--- src/rtl/rename_reg_file.sv ---
// Architectural register file with per-register rename tags.
// Sits directly downstream of the ROB. Issue marks a destination busy on a ROB entry.
// Commit writes retired values back. Two source reads return either a value
// or the ROB entry that will produce it. Completed results still in the ROB are
// forwarded through the ready/value query ports.
module rename_reg_file #(
  parameter int unsigned ROB_BIT = 4,
  parameter int unsigned REG_NUM = 32
) (
  input  logic               clk_in,
  input  logic               rst_in,
  input  logic               rdy_in,
  input  logic               clear_up,

  // ROB issue port
  input  logic               issue_pollute,
  input  logic [4:0]         issue_reg_id,
  input  logic [ROB_BIT-1:0] issue_rob_entry,

  // ROB commit port
  input  logic               rob_commit,
  input  logic [4:0]         commit_rd_reg_id,
  input  logic [ROB_BIT-1:0] commit_rob_entry,
  input  logic [31:0]        commit_value,

  // Decoder source indices
  input  logic [4:0]         rs1_id,
  input  logic [4:0]         rs2_id,

  // ROB query for pending sources
  output logic [ROB_BIT-1:0] get_rob_entry1,
  output logic [ROB_BIT-1:0] get_rob_entry2,
  input  logic               ready1,
  input  logic               ready2,
  input  logic [31:0]        value1,
  input  logic [31:0]        value2,

  // Operand results
  output logic               rs1_ready,
  output logic [31:0]        rs1_val,
  output logic [ROB_BIT-1:0] rs1_rob_entry,
  output logic               rs2_ready,
  output logic [31:0]        rs2_val,
  output logic [ROB_BIT-1:0] rs2_rob_entry
);

  typedef struct packed {
    logic               ready;
    logic [31:0]        val;
    logic [ROB_BIT-1:0] entry;
  } operand_t;

  logic [31:0]        val_q [REG_NUM];
  logic [31:0]        val_d [REG_NUM];
  logic [ROB_BIT-1:0] tag_q [REG_NUM];
  logic [ROB_BIT-1:0] tag_d [REG_NUM];
  logic [REG_NUM-1:0] busy_q;
  logic [REG_NUM-1:0] busy_d;

  logic               commit_en;
  logic               issue_en;

  // Writes to x0 are ignored, so x0 never becomes busy and keeps its zero value.
  assign commit_en = rob_commit && (commit_rd_reg_id != 5'd0);
  assign issue_en  = issue_pollute && (issue_reg_id != 5'd0);

  // Next state: commit first, then issue or flush overrides busy/tag.
  always_comb begin
    val_d  = val_q;
    tag_d  = tag_q;
    busy_d = busy_q;

    if (commit_en) begin
      val_d[commit_rd_reg_id] = commit_value;
      // A younger rename of the same register keeps it busy.
      if (tag_q[commit_rd_reg_id] == commit_rob_entry) begin
        busy_d[commit_rd_reg_id] = 1'b0;
      end
    end

    if (clear_up) begin
      // Flush drops every rename, including one issued this cycle.
      busy_d = '0;
      for (int i = 0; i < REG_NUM; i++) begin
        tag_d[i] = '0;
      end
    end else if (issue_en) begin
      busy_d[issue_reg_id] = 1'b1;
      tag_d[issue_reg_id]  = issue_rob_entry;
    end
  end

  // State registers; frozen while rdy_in is low.
  always_ff @(posedge clk_in or posedge rst_in) begin
    if (rst_in) begin
      busy_q <= '0;
      for (int i = 0; i < REG_NUM; i++) begin
        val_q[i] <= '0;
        tag_q[i] <= '0;
      end
    end else if (rdy_in) begin
      busy_q <= busy_d;
      for (int i = 0; i < REG_NUM; i++) begin
        val_q[i] <= val_d[i];
        tag_q[i] <= tag_d[i];
      end
    end
  end

  // Resolve one source operand from pre-issue state, the commit port and the ROB.
  function automatic operand_t resolve(
    input logic [4:0]         id,
    input logic               busy,
    input logic [ROB_BIT-1:0] tag,
    input logic [31:0]        val,
    input logic               rob_ready,
    input logic [31:0]        rob_value
  );
    operand_t res;
    res = '{ready: 1'b1, val: 32'd0, entry: '0};
    if (id == 5'd0) begin
      res.ready = 1'b1;
    end else if (!busy) begin
      res.val = val;
    end else if (rob_commit && (commit_rd_reg_id == id) && (commit_rob_entry == tag)) begin
      // Producer retires this very cycle.
      res.val = commit_value;
    end else if (rob_ready) begin
      // Producer has finished but not yet retired.
      res.val = rob_value;
    end else begin
      res.ready = 1'b0;
      res.entry = tag;
    end
    return res;
  endfunction

  logic               rs1_busy;
  logic               rs2_busy;
  operand_t           op1;
  operand_t           op2;

  // ROB query tags, zero when the source is not renamed.
  always_comb begin
    rs1_busy       = busy_q[rs1_id];
    rs2_busy       = busy_q[rs2_id];
    get_rob_entry1 = rs1_busy ? tag_q[rs1_id] : '0;
    get_rob_entry2 = rs2_busy ? tag_q[rs2_id] : '0;
  end

  // Operand read for both sources.
  always_comb begin
    op1 = resolve(rs1_id, rs1_busy, tag_q[rs1_id], val_q[rs1_id], ready1, value1);
    op2 = resolve(rs2_id, rs2_busy, tag_q[rs2_id], val_q[rs2_id], ready2, value2);

    rs1_ready     = op1.ready;
    rs1_val       = op1.val;
    rs1_rob_entry = op1.entry;
    rs2_ready     = op2.ready;
    rs2_val       = op2.val;
    rs2_rob_entry = op2.entry;
  end

endmodule

--- config.mk ---
export PLATFORM = sky130hd
export DESIGN_NAME = rename_reg_file
export DESIGN_NICKNAME = d
export VERILOG_FILES = /design/src/rtl/rename_reg_file.sv
export SDC_FILE = /design/constraint.sdc
export NUM_CORES = 2
export LEC_CHECK = 0
export ABC_AREA = 1
export BUFFER_PORTS_ARGS = -buffer_cell sky130_fd_sc_hd__buf_2
export CAP_MARGIN = 20
export CORE_MARGIN = 5
export CORE_UTILIZATION = 30
export DETAILED_ROUTE_END_ITERATION = 8
export GPL_ROUTABILITY_DRIVEN = 0
export PLACE_DENSITY = 0.43
export SYNTH_ARGS = -nofsm -noshare
export SYNTH_HDL_FRONTEND = slang
export SYNTH_SLANG_ARGS = --single-unit
export TNS_END_PERCENT = 20
--- constraint.sdc ---
create_clock -name clk_in -period 43.8 [get_ports clk_in]
set_clock_uncertainty 0.15 [all_clocks]
set_input_delay 13.14 -clock clk_in [delete_from_list [all_inputs] [get_ports clk_in]]
set_output_delay 13.14 -clock clk_in [all_outputs]
set_load 0.03 [all_outputs]
Word-level counts from Yosys, hierarchy flattened
Index checks and enable logic that the tools add are counted.
- $lt $le $gt $ge: 12
- equality and inequality tests: 5
- multiplexer cells: 59
- bitwise gates (word level): 7
- reductions and logical operators: 17
- operators by type and width (cell ; number):
    bitwise mux 1024 bit ; 1
    2-to-1 mux 32 bit ; 15
    binary-select mux 32 bit (select 5 bit) ; 2
    2-to-1 mux 128 bit ; 2
    demux 32 bit (select 5 bit) ; 1
    bitwise mux 128 bit ; 1
    2-to-1 mux 36 bit ; 2
    binary-select mux 4 bit (select 5 bit) ; 3
    2-to-1 mux 4 bit ; 15
    bitwise AND 32 bit ; 1
    inverter 32 bit ; 1
    OR 32 bit ; 1
    greater-or-equal comparator 6 bit (second input constant) ; 4
    < comparator 5 x 6 -> 1 bit (second input constant) ; 4
    inverter 5 -> 6 bit ; 4
    demux 4 bit (select 5 bit) ; 1
    equality test 4 bit ; 3
    < comparator 6 x 1 -> 1 bit (second input constant) ; 2
    2-to-1 mux 1 bit ; 12
    binary-select mux 1 bit (select 5 bit) ; 2
    demux 1 bit (select 5 bit) ; 2
    equality test 5 bit ; 2
    greater-or-equal comparator 5 x 1 -> 1 bit (second input constant) ; 2
    logical AND 1 bit ; 10
    other kinds (4) ; 7
- bits in registers: 1184
- input port bits: 132
- output and inout port bits: 82
- word-level logic and storage cells: 165

Depth between registers and ports, before layout
- depth in word-level cells: 11
- depth in mapped cells: 19
- depth with buffers taken out: 16

Worst setup path after synthesis
OpenSTA, ideal clock, no wires.
- path type: input to output
- start point: input port rs2_id[0]
- end point: output port rs2_rob_entry[0]
- arrival: 15.246 ns
- required time: 30.510 ns
- path slack: 15.264 ns
- stages on the path: 13
- buffers on the path: 4
- path through: buf_4 buf_6 buf_6 buf_6 o21ai_1 nand3_1 nand3_1 o211ai_1 o21ai_2 inv_2 nor3_2 nand2_1 nor2_1
- word-level cells in the longest chain between the ends: 9
- elaborated cells between the ends (all ways): 15
- classes of those cells: eq/ne: 2; mux: 9; bitwise: 1; reduce/logical: 3
- ends and longest elaborated chain (item ; line ; source):
    from (decl) ; 28 ; input logic [4:0] rs2_id,
    inverter 5 -> 6 bit (implied by the code) ; 154 ; op2 = resolve(rs2_id, rs2_busy, tag_q[rs2_id], val_q[rs2_id], ready2, value2);
    binary-select mux 4 bit (select 5 bit) ; 154 ;
    2-to-1 mux 4 bit (implied by the code) (2 in a row) ; 154 ;
    equality test 4 bit ; 125 ; end else if (rob_commit && (commit_rd_reg_id == id) && (commit_rob_entry == tag)) begin
    logical AND 1 bit ; 125 ;
    2-to-1 mux 4 bit ; 125 ;
    2-to-1 mux 4 bit ; 123 ; end else if (!busy) begin
    2-to-1 mux 36 bit (*) ; 121 ; if (id == 5'd0) begin
    to (decl) ; 44 ; output logic [ROB_BIT-1:0] rs2_rob_entry
Every way passes the cells marked *; elsewhere a longest branch is shown, timed or not. The select of a mux whose other input is x is not followed.

Worst setup path in the final report
- start point: input port rs1_id[1]
- end point: output port rs1_val[11]
- word-level cells in the longest chain between the ends: 9
- elaborated cells between the ends (all ways): 17
- classes of those cells: eq/ne: 2; mux: 11; bitwise: 1; reduce/logical: 3
- ends and longest elaborated chain (item ; line ; source):
    from (decl) ; 27 ; input logic [4:0] rs1_id,
    inverter 5 -> 6 bit (implied by the code) ; 153 ; op1 = resolve(rs1_id, rs1_busy, tag_q[rs1_id], val_q[rs1_id], ready1, value1);
    binary-select mux 4 bit (select 5 bit) ; 153 ;
    2-to-1 mux 4 bit (implied by the code) (2 in a row) ; 153 ;
    equality test 4 bit ; 125 ;
    logical AND 1 bit ; 125 ;
    2-to-1 mux 32 bit ; 125 ;
    2-to-1 mux 32 bit ; 123 ;
    2-to-1 mux 36 bit (*) ; 121 ;
    to (decl) ; 40 ; output logic [31:0] rs1_val,
Marks and branches as above.

==> summary.md <==
| Metric | Value |
|---|---|
| Max stage delay on crit path | 760 ps |
| Worst-path maximum fanout | 51 |
| Max VDD drop | 24.35 uV |
| Max Clock Freq | 31.62 MHz |
| Grt met3 use | 5.449% |
| WP buf/inv | 6 |
| Ys Warns | 0 |
| Routed len/inst | 27.11 microns |
| PwrDens | 40.75 mW/mm^2 |
| Io pins | 214 |
| P&R area growth vs syn | 11.25% |
| Share of synthesized area occupied by flip-flops and latches | 42.86% |
| FF-to-FF End | busy_q[25]$_DFFE_PP0P_ |
| Starting Density | 30.10% |
| Max clock buf depth | 3 |
| Final setup violation count | 0 |
| H-tree lvl count | 4 |
| Pre-antenna DRT Iters | 6 |
| Worst-path clk slew | 60 ps |
| Synth Flop Type | dfrtp_1 |
| Period minus WS final | 31620 ps |
| Post-Syn Area | 0.06913 sq mm |
| Hold crit path type | flop to flop |
| Root Driver | clkbuf_16 |
| Die height | 490.0 microns |
| I/O Buffers | 213 |
| Post-CTS Setup Bufs | 0 |
| Chip Width | 490.0 microns |
| Worst path slowest cell | nor2_1 |
| Crit. Startpoint | rs1_id[1] |
| Vias in the first global route | 66.32k |
| Reg2Reg Setup Slack | 40990 ps |
| Total Wirelength | 343600 microns |
| Syn Inst Count | 9884 |
| Detailed Place HPWL | 206000 microns |
| CTS tree | yes |
| EDFF count, synth | 0 |
| Via count | 71.41k |
| Crit path to | rs1_val[11] |
| Final setup TNS | 0 ps |
| Worst-Skew Late Latency | 840 ps |
| Kind of critical path | input port to primary output |
| CP Launch Type | input port |
| GRT met2 Usage | 41.70% |
| Total GRT Usage | 27.56% |
| Most Frequent Cell on Critical Path | nand2_1 |
| Fin. max-slew vios | 0 |
| Via/cell ratio | 5.634 |
| Most frequent cells in the layout | nand2_1, o21ai_0, dfrtp_1 |
| Most common cell after layout, fill and taps aside | nand2_1 |
| Nets | 9654 |
| GR Util met1 | 38.55% |
| GRT Max-Usage Layer | met2 |
| R2r startpoint | tag_q[8]$_DFFE_PP0P_ |
| Final hold vios | 0 |
| PostCTS Resize Cnt | 0 |
| Number of placement rows | 176 |
| Worst Max-Slew Pin Slew | 1199 ps |
| CP arrival | 18330 ps |
| Sink Count | 1184 |
| DRT iter0 DRCs | 9001 |
| Total core area | 0.2297 sq mm |
| Syn Area/Cell | 6.994 sq um |
| CTS buffer count | 148 |
| Synthesized Nets | 10.02k |
| PnR worst setup slack | 12180 ps |
| Synth Register Bits | 1184 |
| Layout cells sized above 1 | 7.193% |
| Initial antenna violation count | 28 |
| Largest net degree at the start of global routing | 165 |
| Outcome | complete, no violations |
| Critical path required time | 30510 ps |
| FF-to-FF path depth | 15 |
| Area of the die | 0.2401 sq mm |
| First-pass GRT wire length | 493500 microns |
| Overflow after GRT | 0 |
| Headroom to the max-slew limit | 19.55% |
| Placement Setup Slack | 12270 ps |
| Post-synth ARST share | 100.0% |
| Crit-path cells | buf_8 -> buf_4 -> nand2_4 -> inv_2 -> buf_4 -> nand2_1 -> nand3_1 -> nor2_1 -> nand2_1 -> nand2_1 -> nand2_1 -> nand2_1 -> nor2_1 -> nand3_1 -> nand2_1 -> nand3_1 -> nand2_1 -> inv_1 -> buf_2 |
| Fin crit share | 72.20% |
| CP endpoint kind | primary output |
| RSZ-0062 raised after global routing | false |
| CP top delay family | simple AND/OR/NAND/NOR gates |
| CTS Hold Bufs | 0 |
| WP depth | 19 |
| Antenna viol nets, final | 0 |
| Pleak | 0.03388 uW |
| Post-route DRC | 0 |
| Max Cap Violations | 0 |
| Cell variety after synth | 44 |
[cell families after synthesis]
logic type | count (synthesis) | share of synthesized area (%)
compound gates | 2912 | 22.80
buf+inv | 1450 | 8.768
flops | 1184 | 42.86
mux | 19 | 0.2751
simple gates | 4319 | 25.29
[sequential cells by signal, indices dropped and copies added, names as in the netlist]
register	cells
busy_q	32
val_q	1024
tag_q	128
[worst reg2reg max path: stages (launching register included)]
cell and delay (ps):
dfrtp_1 360, inv_1 140, o21ai_0 100, o21ai_0 360, nand2_1 100, nor2_1 310, nand2_1 90, nand2_1 70
nand2_1 60, nor2_2 100, buf_4 380, nand3_1 230, nand2_1 100, nand2_1 50, nand2_1 50, nand2_1 50
[synth_stat cells (3+ instances only)]
| master | count | area [sq um] |
|---|---|---|
| a221oi_1 | 21 | 183.9 |
| nor2_4 | 5 | 56.30 |
| a31oi_1 | 157 | 982.2 |
| nor2_1 | 640 | 2402 |
| inv_1 | 538 | 2019 |
| buf_6 | 10 | 112.6 |
| o311ai_1 | 16 | 140.1 |
| mux2i_1 | 19 | 190.2 |
| dfrtp_1 | 1184 | 29630 |
| o21ai_1 | 23 | 115.1 |
| o2111ai_1 | 22 | 192.7 |
| nand4_1 | 93 | 581.8 |
| buf_2 | 275 | 1376 |
| nand3_1 | 715 | 3578 |
| nor3_1 | 16 | 80.08 |
| o211ai_1 | 90 | 675.7 |
| o22ai_1 | 5 | 31.28 |
| o31ai_1 | 24 | 180.2 |
| or2_2 | 13 | 81.33 |
| a22oi_1 | 52 | 390.4 |
| clkinv_1 | 3 | 11.26 |
| o21ai_0 | 1696 | 8488 |
| a21oi_1 | 721 | 3608 |
| buf_4 | 52 | 390.4 |
| buf_1 | 34 | 127.6 |
| o311ai_0 | 21 | 183.9 |
| a22o_1 | 10 | 87.58 |
| nor2_2 | 7 | 43.79 |
| a32o_1 | 27 | 270.3 |
| a32oi_1 | 5 | 43.79 |
| clkbuf_1 | 524 | 1967 |
| nand2_1 | 2824 | 10600 |
| o221ai_1 | 17 | 148.9 |
| inv_2 | 12 | 45.04 |
[per-layer routing]
metal	up-vias	share of wire (%)
met3	611	8.5
met5	-	0.017
met2	3622	43
li1	32267	-
met1	34903	44
met4	10	4.3
[stage by stage]
step                total power [uW]  cell area [sq um]  utilization, %  std cells  hold WS (ps)
finish                          3134              76900           33.48      12675         224.9
global route                    3275              76870           33.47      12662         234.5
CTS                             3147              76640           33.37      12650         228.4
detailed placement              1891              71790           31.25      12387         215.6
global placement                1884              71670           31.20      12381         214.6
floorplan                       1683              69130               -       9884         279.0
[cell type report]
type / count / area [sq um]
clock buffers: 223 / 4355
diodes: 14 / 35.03
multi-input cells: 7250 / 33720
clock inverters: 40 / 494.2
inverters: 554 / 2132
fillers: 24683 / 152800
well taps: 3026 / 3786
repair buffers: 384 / 2750
flip-flops and latches: 1184 / 29630
[how the worst min path moves through the flow]
| stage | from | cells after the start | end | slack [ps] |
|---|---|---|---|---|
| finish | val_q[1014]$_DFFE_PP0P_ | 0 | val_q[1014]$_DFFE_PP0P_ | 220 |
| global route | val_q[999]$_DFFE_PP0P_ | 0 | val_q[999]$_DFFE_PP0P_ | 230 |
| CTS | val_q[1006]$_DFFE_PP0P_ | 0 | val_q[1006]$_DFFE_PP0P_ | 230 |
| detailed placement | val_q[1006]$_DFFE_PP0P_ | 0 | val_q[1006]$_DFFE_PP0P_ | 220 |
| global placement | val_q[996]$_DFFE_PP0P_ | 0 | val_q[996]$_DFFE_PP0P_ | 210 |
| floorplan | val_q[1006]$_DFFE_PP0P_ | 1 | val_q[1006]$_DFFE_PP0P_ | 280 |
[where the power goes]
part	switching (uW)	internal [uW]
clock network	541	705
logic	412	168
registers	91.8	1220
total	1040	2090
(Power assumes the default switching activity.)
